### src/rtl/dm_access_pkg.sv
// rtl/dm_access_pkg.sv - shared encodings for the data-memory access controller
// Contents: op encodings, exception codes, controller state encoding,
//           is_load/is_store classification helpers.
package dm_access_pkg;

    typedef enum logic [3:0] {
        OP_NONE = 4'd0,
        OP_LW   = 4'd1,
        OP_LH   = 4'd2,
        OP_LHU  = 4'd3,
        OP_LB   = 4'd4,
        OP_LBU  = 4'd5,
        OP_SW   = 4'd6,
        OP_SH   = 4'd7,
        OP_SB   = 4'd8
    } op_e;

    localparam logic [1:0] EXC_NONE  = 2'd0;
    localparam logic [1:0] EXC_ADEL  = 2'd1;
    localparam logic [1:0] EXC_ADES  = 2'd2;
    localparam logic [1:0] EXC_BUSTO = 2'd3;

    typedef enum logic [1:0] {
        ST_IDLE = 2'd0,
        ST_BUSY = 2'd1,
        ST_DONE = 2'd2,
        ST_ERR  = 2'd3
    } state_e;

    function automatic logic is_load(input logic [3:0] op);
        return (op >= OP_LW) && (op <= OP_LBU);
    endfunction

    function automatic logic is_store(input logic [3:0] op);
        return (op >= OP_SW) && (op <= OP_SB);
    endfunction

endpackage

### src/rtl/store_lane_gen.sv
// rtl/store_lane_gen.sv - alignment check, byte enables and store lane replication
// Ports: op[3:0], addr_lo[1:0], wdata[31:0] in;
//        be[3:0], lane_data[31:0], misaligned out (all combinational).
module store_lane_gen
    import dm_access_pkg::*;
(
    input  logic [3:0]  op,
    input  logic [1:0]  addr_lo,
    input  logic [31:0] wdata,
    output logic [3:0]  be,
    output logic [31:0] lane_data,
    output logic        misaligned
);

    always_comb begin
        be         = 4'b0000;
        lane_data  = 32'h0;
        misaligned = 1'b0;
        case (op)
            OP_LW: begin
                be         = 4'b1111;
                misaligned = (addr_lo != 2'b00);
            end
            OP_LH, OP_LHU: begin
                be         = 4'b1111;
                misaligned = addr_lo[0];
            end
            OP_LB, OP_LBU: begin
                be = 4'b1111;
            end
            OP_SW: begin
                be         = 4'b1111;
                lane_data  = wdata;
                misaligned = (addr_lo != 2'b00);
            end
            OP_SH: begin
                be         = addr_lo[1] ? 4'b1100 : 4'b0011;
                lane_data  = {2{wdata[15:0]}};
                misaligned = addr_lo[0];
            end
            OP_SB: begin
                be        = 4'b0001 << addr_lo;
                lane_data = {4{wdata[7:0]}};
            end
            default: begin
                be = 4'b0000;
            end
        endcase
    end

endmodule

### src/rtl/dm_access_ctrl.sv
// rtl/dm_access_ctrl.sv - MEM-stage load/store sequencer for a variable-latency data bus
// Ports: clk, reset (sync, active-low); pipeline side req/op/addr/wdata in,
//        stall/done/rdata/addr_lo/exc/exc_code out; bus side bus_req/bus_we/
//        bus_be/bus_addr/bus_wdata out, bus_ack/bus_rdata in.
module dm_access_ctrl
    import dm_access_pkg::*;
#(
    parameter int unsigned TIMEOUT = 16
) (
    input  logic        clk,
    input  logic        reset,
    input  logic        req,
    input  logic [3:0]  op,
    input  logic [31:0] addr,
    input  logic [31:0] wdata,
    output logic        stall,
    output logic        done,
    output logic [31:0] rdata,
    output logic [1:0]  addr_lo,
    output logic        exc,
    output logic [1:0]  exc_code,
    output logic        bus_req,
    output logic        bus_we,
    output logic [3:0]  bus_be,
    output logic [31:0] bus_addr,
    output logic [31:0] bus_wdata,
    input  logic        bus_ack,
    input  logic [31:0] bus_rdata
);

    localparam logic [7:0] WDOG_LAST = 8'(TIMEOUT - 1);

    state_e      state_q, state_d;
    logic [3:0]  op_q, op_d;
    logic [31:0] addr_q, addr_d;
    logic [3:0]  be_q, be_d;
    logic [31:0] lane_q, lane_d;
    logic [7:0]  wdog_q, wdog_d;
    logic [31:0] rdata_q, rdata_d;
    logic [1:0]  addr_lo_q, addr_lo_d;
    logic [1:0]  exc_code_q, exc_code_d;

    logic [3:0]  gen_be;
    logic [31:0] gen_lane;
    logic        gen_misaligned;
    logic        op_valid;
    logic        busy;

    store_lane_gen u_lane (
        .op         (op),
        .addr_lo    (addr[1:0]),
        .wdata      (wdata),
        .be         (gen_be),
        .lane_data  (gen_lane),
        .misaligned (gen_misaligned)
    );

    assign op_valid = is_load(op) || is_store(op);
    assign busy     = (state_q == ST_BUSY);

    always_comb begin
        state_d    = state_q;
        op_d       = op_q;
        addr_d     = addr_q;
        be_d       = be_q;
        lane_d     = lane_q;
        wdog_d     = wdog_q;
        rdata_d    = rdata_q;
        addr_lo_d  = addr_lo_q;
        exc_code_d = exc_code_q;
        case (state_q)
            ST_IDLE: begin
                if (req && op_valid) begin
                    if (gen_misaligned) begin
                        state_d    = ST_ERR;
                        exc_code_d = is_store(op) ? EXC_ADES : EXC_ADEL;
                    end else begin
                        state_d = ST_BUSY;
                        op_d    = op;
                        addr_d  = addr;
                        be_d    = gen_be;
                        lane_d  = gen_lane;
                        wdog_d  = 8'd0;
                    end
                end
            end
            ST_BUSY: begin
                // An ack in the final watchdog cycle still completes normally.
                if (bus_ack) begin
                    state_d   = ST_DONE;
                    rdata_d   = is_load(op_q) ? bus_rdata : 32'h0;
                    addr_lo_d = addr_q[1:0];
                    wdog_d    = 8'd0;
                end else if (wdog_q == WDOG_LAST) begin
                    state_d    = ST_ERR;
                    exc_code_d = EXC_BUSTO;
                    wdog_d     = 8'd0;
                end else begin
                    wdog_d = wdog_q + 8'd1;
                end
            end
            ST_DONE: state_d = ST_IDLE;
            ST_ERR:  state_d = ST_IDLE;
            default: state_d = ST_IDLE;
        endcase
    end

    always_ff @(posedge clk) begin
        if (!reset) begin
            state_q    <= ST_IDLE;
            op_q       <= 4'd0;
            addr_q     <= 32'h0;
            be_q       <= 4'd0;
            lane_q     <= 32'h0;
            wdog_q     <= 8'd0;
            rdata_q    <= 32'h0;
            addr_lo_q  <= 2'd0;
            exc_code_q <= EXC_NONE;
        end else begin
            state_q    <= state_d;
            op_q       <= op_d;
            addr_q     <= addr_d;
            be_q       <= be_d;
            lane_q     <= lane_d;
            wdog_q     <= wdog_d;
            rdata_q    <= rdata_d;
            addr_lo_q  <= addr_lo_d;
            exc_code_q <= exc_code_d;
        end
    end

    // Stall must rise in the accepting IDLE cycle itself, so it is partly combinational.
    assign stall     = busy || ((state_q == ST_IDLE) && req && op_valid);
    assign done      = (state_q == ST_DONE);
    assign exc       = (state_q == ST_ERR);
    assign exc_code  = exc ? exc_code_q : EXC_NONE;
    assign rdata     = rdata_q;
    assign addr_lo   = addr_lo_q;
    assign bus_req   = busy;
    assign bus_we    = busy && is_store(op_q);
    assign bus_be    = busy ? be_q : 4'b0000;
    assign bus_addr  = busy ? {addr_q[31:2], 2'b00} : 32'h0;
    assign bus_wdata = busy ? lane_q : 32'h0;

endmodule

### config.mk
export PLATFORM = sky130hd
export DESIGN_NAME = dm_access_ctrl
export DESIGN_NICKNAME = d
export VERILOG_FILES = /design/src/rtl/dm_access_pkg.sv /design/src/rtl/store_lane_gen.sv /design/src/rtl/dm_access_ctrl.sv
export SDC_FILE = /design/constraint.sdc
export NUM_CORES = 1
export LEC_CHECK = 0
export CAP_MARGIN = 20
export CORE_MARGIN = 2
export CORE_UTILIZATION = 44
export CTS_CLUSTER_SIZE = 12
export DETAILED_ROUTE_END_ITERATION = 8
export GPL_ROUTABILITY_DRIVEN = 0
export PLACE_DENSITY = 0.83
export SLEW_MARGIN = 20
export SYNTH_ARGS = -nofsm -noshare
export SYNTH_HDL_FRONTEND = slang
export SYNTH_HIERARCHICAL = 1
export SYNTH_SLANG_ARGS = --single-unit
### constraint.sdc
create_clock -name clk -period 2.55 [get_ports clk]
set_input_delay 0.51 -clock clk [delete_from_list [all_inputs] [get_ports clk]]
set_output_delay 0.51 -clock clk [all_outputs]
set_load 0.1 [all_outputs]
Word-level counts from Yosys, hierarchy flattened
Cells that the tools add are included.
Widths: inputs -> output; s select.
{"block": "op_classes", "n_div": 0, "shift": 1, "add_sub_neg": 1, "eq_ne": 18, "bitwise_logic": 1, "magnitude_cmp": 8, "n_mux": 24, "mul": 0, "reduce_logical": 22}
{"operator": "$mux 32", "n": 3}
{"operator": "$pmux 32 s3", "n": 1}
{"operator": "$mux 8", "n": 4}
{"operator": "$mux 2", "n": 9}
{"operator": "$eq 4x3->1 const B", "n": 4}
{"operator": "$pmux 8 s2", "n": 1}
{"operator": "$pmux 4 s3", "n": 1}
{"operator": "$add 8x1->8 const B", "n": 1}
{"operator": "$eq 4x2->1 const B", "n": 2}
{"operator": "$eq 8x4->1 const B", "n": 1}
{"operator": "$ge 4x1->1 const B", "n": 2}
{"operator": "$ge 4x3->1 const B", "n": 2}
{"operator": "$le 4x3->1 const B", "n": 2}
{"operator": "$le 4x4->1 const B", "n": 2}
{"operator": "$logic_and 1x1->1", "n": 8}
{"operator": "$mux 4", "n": 2}
{"operator": "$ne 2x2->1 const B", "n": 4}
{"operator": "$pmux 2 s3", "n": 1}
{"operator": "$reduce_and 3->1", "n": 2}
{"operator": "$reduce_or 6->1", "n": 1}
{"operator": "$reduce_and 5->1", "n": 1}
{"operator": "$eq 2x2->1 const B", "n": 2}
{"operator": "$eq 4x1->1 const B", "n": 1}
{"operator": "$eq 4x4->1 const B", "n": 1}
{"operator": "13 further kinds", "n": 17}
{"block": "word_totals", "latchBits": 0, "ramBits": 0, "word_cells": 84, "regBits": 118, "mem_bits_ro": 0, "in_bits": 104, "n_memories": 0, "output_inout_bits": 109}

Longest topological paths before layout
Gate-level depths: netlist of the first run.
{"block": "logic_depth", "ltp_word": 6, "ltp_mapped": 10, "depth_no_buf": 7}

By module
Netlist of the first run, hierarchy kept.
{"module": "dm_access_ctrl", "instances": 1, "cells_each": 597, "seq_area_each_um2": 2362.3, "area_per_inst_um2": 4899.7}
{"module": "store_lane_gen", "instances": 1, "cells_each": 91, "seq_area_each_um2": 0.0, "area_per_inst_um2": 570.5}

Worst setup path after synthesis of the first run
No wires, ideal clock.
{"block": "synth_path", "kind": "input-to-output", "startpoint": "input op[0]", "endpoint": "output stall", "setup_slack_ps": -589, "arrival_time_ps": 2629, "required_ps": 2040, "path_stages": 3, "path_buffers": 0, "cell_sequence": "o31ai_2 > nand3_1 > a21oi_1"}
{"block": "synth_between", "elab_chain_len": 5, "elab_cells_between_ends": 9, "cone_classes": "4 x order compare; 5 x reduce/logical"}
{"item": "start, declared", "line_no": "dm_access_ctrl.sv:13", "rtl": "input logic [3:0] op,"}
{"item": "$ge 4x1->1 (tied with other cells)", "line_no": "dm_access_pkg.sv:31", "rtl": "return (op >= OP_LW) && (op <= OP_LBU);"}
{"item": "$logic_and 1x1->1 (on tied branches)", "line_no": "dm_access_pkg.sv:31, dm_access_pkg.sv:35"}
{"item": "$logic_or 1x1->1 *", "line_no": "dm_access_ctrl.sv:58", "rtl": "assign op_valid = is_load(op) || is_store(op);"}
{"item": "$logic_and 1x1->1 *", "line_no": "dm_access_ctrl.sv:133", "rtl": "assign stall = busy || ((state_q == ST_IDLE) && req && op_valid);"}
{"item": "$logic_or 1x1->1 *", "line_no": "dm_access_ctrl.sv:133"}
{"item": "end, declared", "line_no": "dm_access_ctrl.sv:16", "rtl": "output logic stall,"}
Every way passes the cells marked *; elsewhere a longest branch is shown, timed or not.

Final worst setup path of the first run
{"block": "layout_path", "startpoint": "input op[2]", "endpoint": "output stall"}
Same word-level chain as after synthesis.

==> results of run 1 <==
## through the flow
step	TNS, ps	power, mW	util	cell area (µm²)
2_1_floorplan	0	2.36	-	5490
3_3_place_gp	-1500	2.67	0.696	8390
3_5_place_dp	-6380	2.69	0.696	8390
4_1_cts	0	5.18	0.748	9020
5_1_grt	0	5.34	0.750	9040
6_report	0	5.15	0.750	9040
## synth_stat cells (all sizes together) (2+ instances only)
library cell / instances / share of area
nor2b: 13 / 0.015
nor3b: 3 / 0.0041
nor3: 8 / 0.0073
inv: 3 / 0.0021
a22oi: 32 / 0.044
and2: 68 / 0.078
o21a: 2 / 0.0027
o21ai: 13 / 0.012
nor2: 40 / 0.028
and3b: 2 / 0.0034
o31ai: 2 / 0.0037
a211o: 2 / 0.0032
nand2: 178 / 0.12
and3: 5 / 0.0057
a31oi: 2 / 0.0050
nand3b: 3 / 0.0041
a22o: 8 / 0.013
dfxtp: 118 / 0.43
a21oi: 82 / 0.079
buf: 27 / 0.041
nand3: 15 / 0.015
mux2i: 8 / 0.015
nand2b: 2 / 0.0023
clkbuf: 25 / 0.017
nor4b: 3 / 0.0087
a32o: 2 / 0.0037
## area by class of cell
type / count / area, µm² / share of cell area
clock inverter: 13 / 171 / 0.0190
sequential: 118 / 2360 / 0.261
inverter: 3 / 12.5 / 0.00138
timing repair buffer: 242 / 3000 / 0.332
tap: 168 / 210 / 0.0232
clock buffer: 19 / 453 / 0.0501
multi-input combinational: 516 / 2830 / 0.313
## metal layers
metal	vias to the layer above	global-route usage
met4	0	0.0859
met5	-	0
li1	2731	-
met2	219	0.409
met1	2608	0.294
met3	23	0.0873
## repair_timing
item                                    CTS  global route
pin swaps                                 2             0
buffers inserted                          0             0
endpoints found under the setup margin    1             1
endpoints found under the hold margin     0             0
gates resized for setup                   1             3
## cells by family after synthesis
kind of cell               Yosys count
AOI/OAI and AO/OA                  153
xor gates and xnor gates             1
adders and majority gates            1
buffers and inverters               55
DFF                                118
muxes                                9
other                                1
and+or+nand+nor                    350
## worst paths after layout
| path | start | end | slack [ps] | depth (start not counted) |
|---|---|---|---|---|
| min | addr_q[13] | addr_q[13] | 450 | 2 |
| max reg2reg | state_q[0] | lane_q[31] | 770 | 6 |
| max | op[2] | stall | 30 | 7 |
| min reg2reg | addr_q[13] | addr_q[13] | 450 | 2 |
## critical path, delay by kind of cell
family,cells,cell delay [ps]
compound gates,2,380
buf+inv,4,970
simple gates,1,140
## power by group
group	leakage, nW	switching, mW	internal, mW	total, mW
combinational	2.30	0.418	0.321	0.739
clock	0.300	0.894	1.60	2.49
sequential	0.955	0.0236	1.89	1.92
total	3.55	1.34	3.81	5.15
## state kept, by name, indices dropped and copies added (netlist names)
name        flops
addr_q         32
lane_q         32
rdata          32
wdog_q          8
be_q            4
op_q            4
addr_lo         2
exc_code_q      2
state_q         2
==> out/summary.log, run 1 <==
INFO  status         outcome=completed
INFO  timing         rsz0062_at_grt=no
INFO  cts            post_cts_hold_buffer_count=0
INFO  detailed_routing routed.top_layer=met4
INFO  detailed_routing ant_nets=0
INFO  logic_synthesis ys.warnings.count=6
INFO  cts            cts.htree.levels=4
INFO  layout         drive_gt1_frac=0.223
INFO  placement      dpl.cell_count=1047
INFO  layout         final_common_cell=sky130_fd_sc_hd__nand2_1
INFO  global_route   first_global_vias=5349
INFO  critical_path  worstSetupPathType=primary input to output pin
INFO  critical_path  critical_path.slowest_cell=sky130_fd_sc_hd__clkdlybuf4s50_1
INFO  die            io_pins=213
INFO  detailed_routing via_count=5581
INFO  critical_path  worstPathArrival=2010ps
INFO  die            chipWidth=116µm
INFO  global_route   pin_count_of_the_biggest_net_entering_global_routing=88
INFO  job            cap_viol_max_count=0
INFO  power_and_ir_drop cellLeakagePower=3.55nW
INFO  timing         post-route-min-period=2520ps
INFO  cts            clock_insertion_delay_at_the_later_pin_of_the_skew_report=410ps
INFO  timing         final_cycle_share=0.987
INFO  logic_synthesis synth_adder_area_share=0.00229
INFO  global_route   wire_length_of_the_first_global_routing_pass=25.9mm
INFO  global_route   gr-usage-all-layers=0.245
INFO  detailed_routing detail_route.wirelength=16.5mm
INFO  detailed_routing met2_wirelength=8.19mm
INFO  timing         worst_slew_margin_rel=0.531
INFO  critical_path  timing.critical_path.from_type=primary input
INFO  power_and_ir_drop power.density=570mW/mm²
INFO  power_and_ir_drop vdd_ir_drop_max=0.431mV
INFO  timing         worst_slew_pin_slew=701ps
INFO  die            placementRows=40
INFO  cts            clk_buf_depth=2
INFO  layout         layout.cells.most_common_list=sky130_fd_sc_hd__nand2_1 (178), sky130_fd_sc_hd__dfxtp_1 (118), sky130_fd_sc_hd__clkdlybuf4s50_1 (103), sky130_fd_sc_hd__a21oi_1 (75), sky130_fd_sc_hd__buf_12 (74)
INFO  detailed_routing route.layer.met1.wl=6.67mm
INFO  timing         slew_violations=0
INFO  min_path       timing.hold.worst.class=register to register
INFO  logic_synthesis netlist_instances=688
INFO  critical_path  end_kind=output pin
INFO  timing         fmaxAchievable=397MHz
INFO  logic_synthesis synthFlopType=sky130_fd_sc_hd__dfxtp_1
INFO  detailed_routing drt_first_iter_violations=380
INFO  timing         layout_setup_ws=34.1ps
INFO  logic_synthesis post_synth_mux_area_share=0.0167
INFO  logic_synthesis synth_async_sr_flop_share=0
INFO  detailed_routing route.detailed.drc=0
INFO  layout         number_of_inserted_diodes=0
INFO  die            start_util=0.454
INFO  critical_path  crit_path_max_fanout=7
INFO  die            die_y=116µm
INFO  placement      placement.setup.worst_slack=-121ps
INFO  detailed_routing met3WireLength=1.37mm
INFO  logic_synthesis ys_types=61
INFO  timing         final_setup_fails=0
INFO  logic_synthesis synth_compound_area_frac=0.179
INFO  logic_synthesis synth_xor_area_frac=0.00160
INFO  logic_synthesis combinational_family_with_the_most_area_after_synthesis=simple AND/OR/NAND/NOR gates
INFO  cts            cts_tree=yes
INFO  layout         syn_to_final_growth=65.3%
INFO  cts            cts-buffers-inserted=17
INFO  critical_path  critical-path-max-stage-delay=450ps
INFO  cts            clock_tree_root=sky130_fd_sc_hd__clkbuf_16
INFO  logic_synthesis yosys.area_share.simple=0.308
INFO  timing         timing_hold_violations_final=0
INFO  timing         hold_ws=449ps
INFO  logic_synthesis seq_area_frac_synth=0.432
INFO  logic_synthesis synth_edf_count=0
INFO  placement      port-buffer-count=210
INFO  timing         clock_skews=9.17ps
INFO  logic_synthesis ys_ff_latch=118
INFO  detailed_routing drtPass1Iterations=5
INFO  critical_path  cell_type_with_the_highest_occurrence_count_on_the_critical_path=sky130_fd_sc_hd__buf_4
INFO  placement      dp.final_hpwl=11.4mm
INFO  cts            clk_pin_slew=60ps
INFO  global_route   globalRouteOverflowTotal=0
INFO  logic_synthesis mappedNetlistArea=0.00547mm²
INFO  critical_path  cell_breakdown_of_the_critical_path=clkdlybuf4s50_1 -> buf_4 -> buf_4 -> o31ai_4 -> nand3_2 -> a21oi_4 -> buf_12
INFO  die            die_area=0.0133mm²
INFO  die            core_area=0.0121mm²
INFO  logic_synthesis per_instance_average_area_after_synthesis=7.95µm²
INFO  layout         layoutNonFillerInstCount=1079
INFO  critical_path  required=2040ps
INFO  detailed_routing drt-wirelength-per-cell=15.3µm
INFO  layout         filler_cell_count=858
INFO  global_route   antenna_found_initial=0
INFO  layout         nNetsFinal=1003
INFO  detailed_routing avgViaCountPerCell=5.17
INFO  cts            cts.sinks=118
Note: power is estimated with default switching activity, not from simulation.
==> run 2: changes to the inputs <==
--- a/config.mk
+++ b/config.mk
@@ -7,11 +7,12 @@
 export LEC_CHECK = 0
 export CAP_MARGIN = 20
 export CORE_MARGIN = 2
-export CORE_UTILIZATION = 44
+export CORE_UTILIZATION = 55
 export CTS_CLUSTER_SIZE = 12
 export DETAILED_ROUTE_END_ITERATION = 8
+export DONT_BUFFER_PORTS = 1
 export GPL_ROUTABILITY_DRIVEN = 0
-export PLACE_DENSITY = 0.83
+export PLACE_DENSITY = 0.72
 export SLEW_MARGIN = 20
 export SYNTH_ARGS = -nofsm -noshare
 export SYNTH_HDL_FRONTEND = slang
==> out/summary.log, run 2 (same netlist as run 1, synthesis figures left out) <==
INFO  die            placementRows=36
INFO  layout         layout.cells.most_common_list=sky130_fd_sc_hd__nand2_1 (178), sky130_fd_sc_hd__dfxtp_1 (118), sky130_fd_sc_hd__buf_4 (76), sky130_fd_sc_hd__a21oi_1 (75), sky130_fd_sc_hd__and2_1 (59)
INFO  placement      dp.final_hpwl=10.4mm
INFO  power_and_ir_drop cellLeakagePower=2.97nW
INFO  detailed_routing drt_first_iter_violations=399
INFO  layout         final_common_cell=sky130_fd_sc_hd__nand2_1
INFO  detailed_routing drtPass1Iterations=8
INFO  layout         drive_gt1_frac=0.232
INFO  timing         clock_skews=7.79ps
INFO  timing         post-route-min-period=2420ps
INFO  critical_path  end_kind=output pin
INFO  global_route   pin_count_of_the_biggest_net_entering_global_routing=53
INFO  timing         slew_violations=0
INFO  die            core_area=0.00973mm²
INFO  detailed_routing route.detailed.drc=0
INFO  die            chipWidth=104µm
INFO  cts            cts.htree.levels=4
INFO  die            die_area=0.0108mm²
INFO  timing         rsz0062_at_grt=no
INFO  layout         post-route-cell-area=0.00744mm²
INFO  critical_path  ff2ff_setup_slack=530ps
INFO  critical_path  critical-path-max-stage-delay=310ps
INFO  detailed_routing detail_route.wirelength=14.8mm
INFO  placement      dpl_cell_area=0.00678mm²
INFO  timing         final_cycle_share=0.950
INFO  timing         timing_hold_violations_final=0
INFO  global_route   globalRouteOverflowTotal=0
INFO  timing         worst_slew_pin_slew=632ps
INFO  critical_path  cell_breakdown_of_the_critical_path=nand2b_2 -> clkinv_4 -> buf_4 -> and2_1 -> buf_12
INFO  placement      port-buffer-count=0
INFO  critical_path  critPathTopFamily=buffers and inverters
INFO  timing         worst_slew_margin_rel=0.575
INFO  min_path       timing.hold.worst.class=primary input to register
INFO  timing         fmaxAchievable=413MHz
INFO  global_route   wire_length_of_the_first_global_routing_pass=23.8mm
INFO  timing         hold_ws=129ps
INFO  critical_path  required=2040ps
INFO  critical_path  crit_path_max_fanout=29
INFO  die            io_pins=213
INFO  layout         final-seq-area=0.00236mm²
INFO  critical_path  critical_path_buf_inv_count=3
INFO  critical_path  worstPathArrival=1910ps
INFO  detailed_routing via_count=5155
INFO  timing         fin_setup_tns=0ps
INFO  critical_path  critical_path.slowest_cell=sky130_fd_sc_hd__dfxtp_1
INFO  critical_path  timing.critical_path.from_type=register
INFO  global_route   first_global_vias=5029
INFO  layout         syn_to_final_growth=36.0%
INFO  cts            clk_buf_depth=2
INFO  cts            post-cts-setup-buffer-count=0
INFO  cts            post_cts_hold_buffer_count=0
INFO  global_route   antenna_found_initial=0
INFO  cts            cts_tree=yes
INFO  detailed_routing drt-wirelength-per-cell=16.1µm
INFO  die            start_util=0.562
INFO  layout         nNetsFinal=880
INFO  cts            cts.sinks=118
INFO  detailed_routing avgViaCountPerCell=5.60
INFO  global_route   gr-usage-all-layers=0.270
INFO  cts            clk_pin_slew=60ps
INFO  power_and_ir_drop vdd_ir_drop_max=0.618mV
INFO  placement      placement.setup.worst_slack=139ps
INFO  detailed_routing ant_nets=0
INFO  layout         filler_cell_count=719
INFO  timing         final_setup_fails=0
INFO  cts            clock_tree_root=sky130_fd_sc_hd__clkbuf_8
INFO  critical_path  worstSetupPathType=register to output pin
INFO  power_and_ir_drop power.density=674mW/mm²
INFO  cts            cts-buffers-inserted=17
INFO  die            die_y=104µm
INFO  timing         layout_setup_ws=127ps
INFO  job            cap_viol_max_count=0
INFO  status         outcome=completed
INFO  cts            clock_insertion_delay_at_the_later_pin_of_the_skew_report=510ps
INFO  layout         number_of_inserted_diodes=0
INFO  layout         multiInputGateArea=0.00281mm²
run 2: metrics by stage:
step                      cells  total power [mW]   util
after global routing        921              5.16  0.765
after detailed placement    889              2.44  0.697
after floorplan             689              2.36      -
final                       921              5.01  0.765
after global placement      889              2.43  0.697
after CTS                   921              5.04  0.764
run 2: routing by layer:
metal / wire, µm / vias up / share of wire / GRT usage
met5: 0 / - / 0 / 0
li1: - / 2480 / - / -
met3: 1190 / 52 / 0.080 / 0.0906
met2: 7400 / 225 / 0.50 / 0.475
met4: 487 / 0 / 0.033 / 0.117
met1: 5770 / 2398 / 0.39 / 0.296
run 2: path summary, 6_finish.rpt:
check / start / endpoint / depth (start not counted)
worst min register to register: lane_q[21] / lane_q[21] / 2
worst max register to register: state_q[0] / lane_q[19] / 6
worst min-delay path: addr[21] / addr_q[21] / 2
worst max-delay path: state_q[1] / bus_wdata[28] / 5
run 2: final cells by class:
cell class / instances / area share
Timing Repair Buffer: 119 / 0.192
Multi-Input combinational cell: 516 / 0.378
Inverter: 3 / 0.00235
Clock buffer: 19 / 0.0580
Tap cell: 133 / 0.0224
Clock inverter: 13 / 0.0294
Sequential cell: 118 / 0.317
run 2: where the power goes:
group          leakage (nW)  internal (mW)  switching, mW
clock network         0.314           1.73          0.876
registers             0.955           1.89         0.0234
logic                  1.71          0.145          0.347
run 2: repair_timing:
action / in CTS / in global routing
setup endpoints to repair: 23 / 23
gates resized for setup: 1 / 3
endpoints found under the hold margin: 0 / 0
==> run 3: changes to the inputs <==
--- a/config.mk
+++ b/config.mk
@@ -12,6 +12,7 @@
 export DETAILED_ROUTE_END_ITERATION = 8
 export DONT_BUFFER_PORTS = 1
 export GPL_ROUTABILITY_DRIVEN = 0
+export MAX_ROUTING_LAYER = met4
 export PLACE_DENSITY = 0.72
 export SLEW_MARGIN = 20
 export SYNTH_ARGS = -nofsm -noshare
==> out/summary.log, run 3 (same netlist as run 1, synthesis figures left out) <==
INFO  die            chipWidth=104µm
INFO  detailed_routing met3WireLength=1.13mm
INFO  placement      dpl.cell_count=889
INFO  status         outcome=completed
INFO  critical_path  crit_path_max_fanout=29
INFO  critical_path  worstPathArrival=1900ps
INFO  cts            cts_tree=yes
INFO  min_path       worstHoldStart=addr[21]
INFO  die            start_util=0.562
INFO  die            placementRows=36
INFO  global_route   gr-usage-all-layers=0.278
INFO  global_route   pin_count_of_the_biggest_net_entering_global_routing=53
INFO  layout         layout.cells.most_common_list=sky130_fd_sc_hd__nand2_1 (178), sky130_fd_sc_hd__dfxtp_1 (118), sky130_fd_sc_hd__buf_4 (76), sky130_fd_sc_hd__a21oi_1 (75), sky130_fd_sc_hd__and2_1 (59)
INFO  critical_path  critical_path.slowest_cell=sky130_fd_sc_hd__dfxtp_1
INFO  layout         final_common_cell=sky130_fd_sc_hd__nand2_1
INFO  die            die_area=0.0108mm²
INFO  timing         worst_slew_margin_rel=0.596
INFO  global_route   antenna_found_initial=0
INFO  timing         fin_setup_tns=0ps
INFO  die            io_pins=213
INFO  cts            clock_insertion_delay_at_the_later_pin_of_the_skew_report=510ps
INFO  critical_path  end_kind=output pin
INFO  critical_path  crit-reg2reg-launch=state_q[0]
INFO  cts            post_cts_hold_buffer_count=0
INFO  global_route   first_global_vias=5035
INFO  timing         post-route-min-period=2410ps
INFO  cts            cts-buffers-inserted=17
INFO  layout         syn_to_final_growth=36.0%
INFO  layout         number_of_inserted_diodes=0
INFO  die            core_area=0.00973mm²
INFO  layout         nNetsFinal=880
INFO  critical_path  critical_path_buf_inv_count=3
INFO  detailed_routing route.detailed.drc=0
INFO  min_path       whs_endpoint=addr_q[21]
INFO  detailed_routing routed.top_layer=met4
INFO  detailed_routing drtPass1Iterations=7
INFO  cts            clk_buf_depth=2
INFO  timing         timing_hold_violations_final=0
INFO  critical_path  r2r_end=lane_q[28]
INFO  cts            post-cts-setup-buffer-count=0
INFO  critical_path  ff2ff_setup_slack=530ps
INFO  critical_path  timing.critical_path.from_type=register
INFO  placement      port-buffer-count=0
INFO  global_route   globalRouteOverflowTotal=0
INFO  power_and_ir_drop power.density=674mW/mm²
INFO  power_and_ir_drop vdd_ir_drop_max=0.620mV
INFO  timing         final_setup_fails=0
INFO  detailed_routing drt_first_iter_violations=372
INFO  detailed_routing ant_nets=0
INFO  timing         worst_slew_pin_slew=601ps
INFO  placement      dpl_cell_area=0.00678mm²
INFO  detailed_routing avgViaCountPerCell=5.62
INFO  detailed_routing detail_route.wirelength=14.8mm
INFO  placement      dp.final_hpwl=10.4mm
INFO  min_path       whs_path_depth=2
INFO  detailed_routing via_count=5173
INFO  timing         slew_violations=0
INFO  cts            cts.sinks=118
INFO  cts            clk_pin_slew=60ps
INFO  cts            clock_tree_root=sky130_fd_sc_hd__clkbuf_8
INFO  critical_path  worstSetupPathType=register to output pin
INFO  layout         layoutNonFillerInstCount=921
INFO  timing         fmaxAchievable=414MHz
INFO  layout         final_util=0.765
INFO  timing         rsz0062_at_grt=no
INFO  detailed_routing route.layer.met1.wl=5.78mm
INFO  cts            cts.htree.levels=4
INFO  layout         drive_gt1_frac=0.232
INFO  global_route   wire_length_of_the_first_global_routing_pass=23.8mm
INFO  critical_path  required=2040ps
INFO  detailed_routing drt-wirelength-per-cell=16.1µm
INFO  job            cap_viol_max_count=0
INFO  timing         final_cycle_share=0.947
INFO  critical_path  length_in_cells_of_the_worst_reg_to_reg_path=6
INFO  critical_path  cell_breakdown_of_the_critical_path=nand2b_2 -> clkinv_4 -> buf_4 -> and2_1 -> buf_12
INFO  critical_path  critPathTopFamily=buffers and inverters
INFO  min_path       timing.hold.worst.class=primary input to register
INFO  layout         post-route-cell-area=0.00744mm²
INFO  detailed_routing met2_wirelength=7.49mm
INFO  critical_path  critical-path-max-stage-delay=310ps
INFO  timing         clock_skews=9.99ps
INFO  die            die_y=104µm
INFO  power_and_ir_drop cellLeakagePower=2.97nW
[run 3: cell counts in the layout (fill, tap and decap cells not counted)]
No cell type changed its count.
[run 3: repair_timing]
action / 4_1_cts / 5_1_grt
endpoints found under the setup margin: 23 / 22
cloned: 0 / 0
gates resized for setup: 1 / 3
[run 3: worst max path at each step]
stage | startpoint | end | slack (ps) | depth (start not counted)
global placement | addr[1] | op_q[1] | 350 | 8
floorplan | op[0] | stall | 6 | 3
finish | state_q[1] | bus_wdata[28] | 140 | 5
detailed placement | op[0] | lane_q[22] | 140 | 8
global route | state_q[1] | bus_wdata[17] | 40 | 5
CTS | state_q[1] | bus_wdata[28] | 10 | 5
[run 3: per-stage QoR]
step           power, mW  setup slack [ps]  hold WS (ps)
2_1_floorplan       2.36              5.70           432
3_3_place_gp        2.43               345           437
3_5_place_dp        2.44               139           442
4_1_cts             5.04              12.0           110
5_1_grt             5.16              43.3           124
6_report            5.01               136           130
[run 3: cell type report]
type / count / area (µm²)
Sequential cell: 118 / 2360
Timing Repair Buffer: 119 / 1430
Tap cell: 133 / 166
Multi-Input combinational cell: 516 / 2810
Clock inverter: 13 / 219
Clock buffer: 19 / 432
Fill cell: 719 / 2290
Inverter: 3 / 17.5
[run 3: metal layers]
metal,up-vias,GRT usage
li1,2482,-
met1,2413,0.304
met2,233,0.475
met3,45,0.0642
met4,0,0.137
met5,-,-
[run 3: power by group]
group,switching (mW),total [mW],internal [mW]
Combinational,0.347,0.492,0.145
Sequential,0.0234,1.92,1.89
Clock,0.876,2.60,1.73
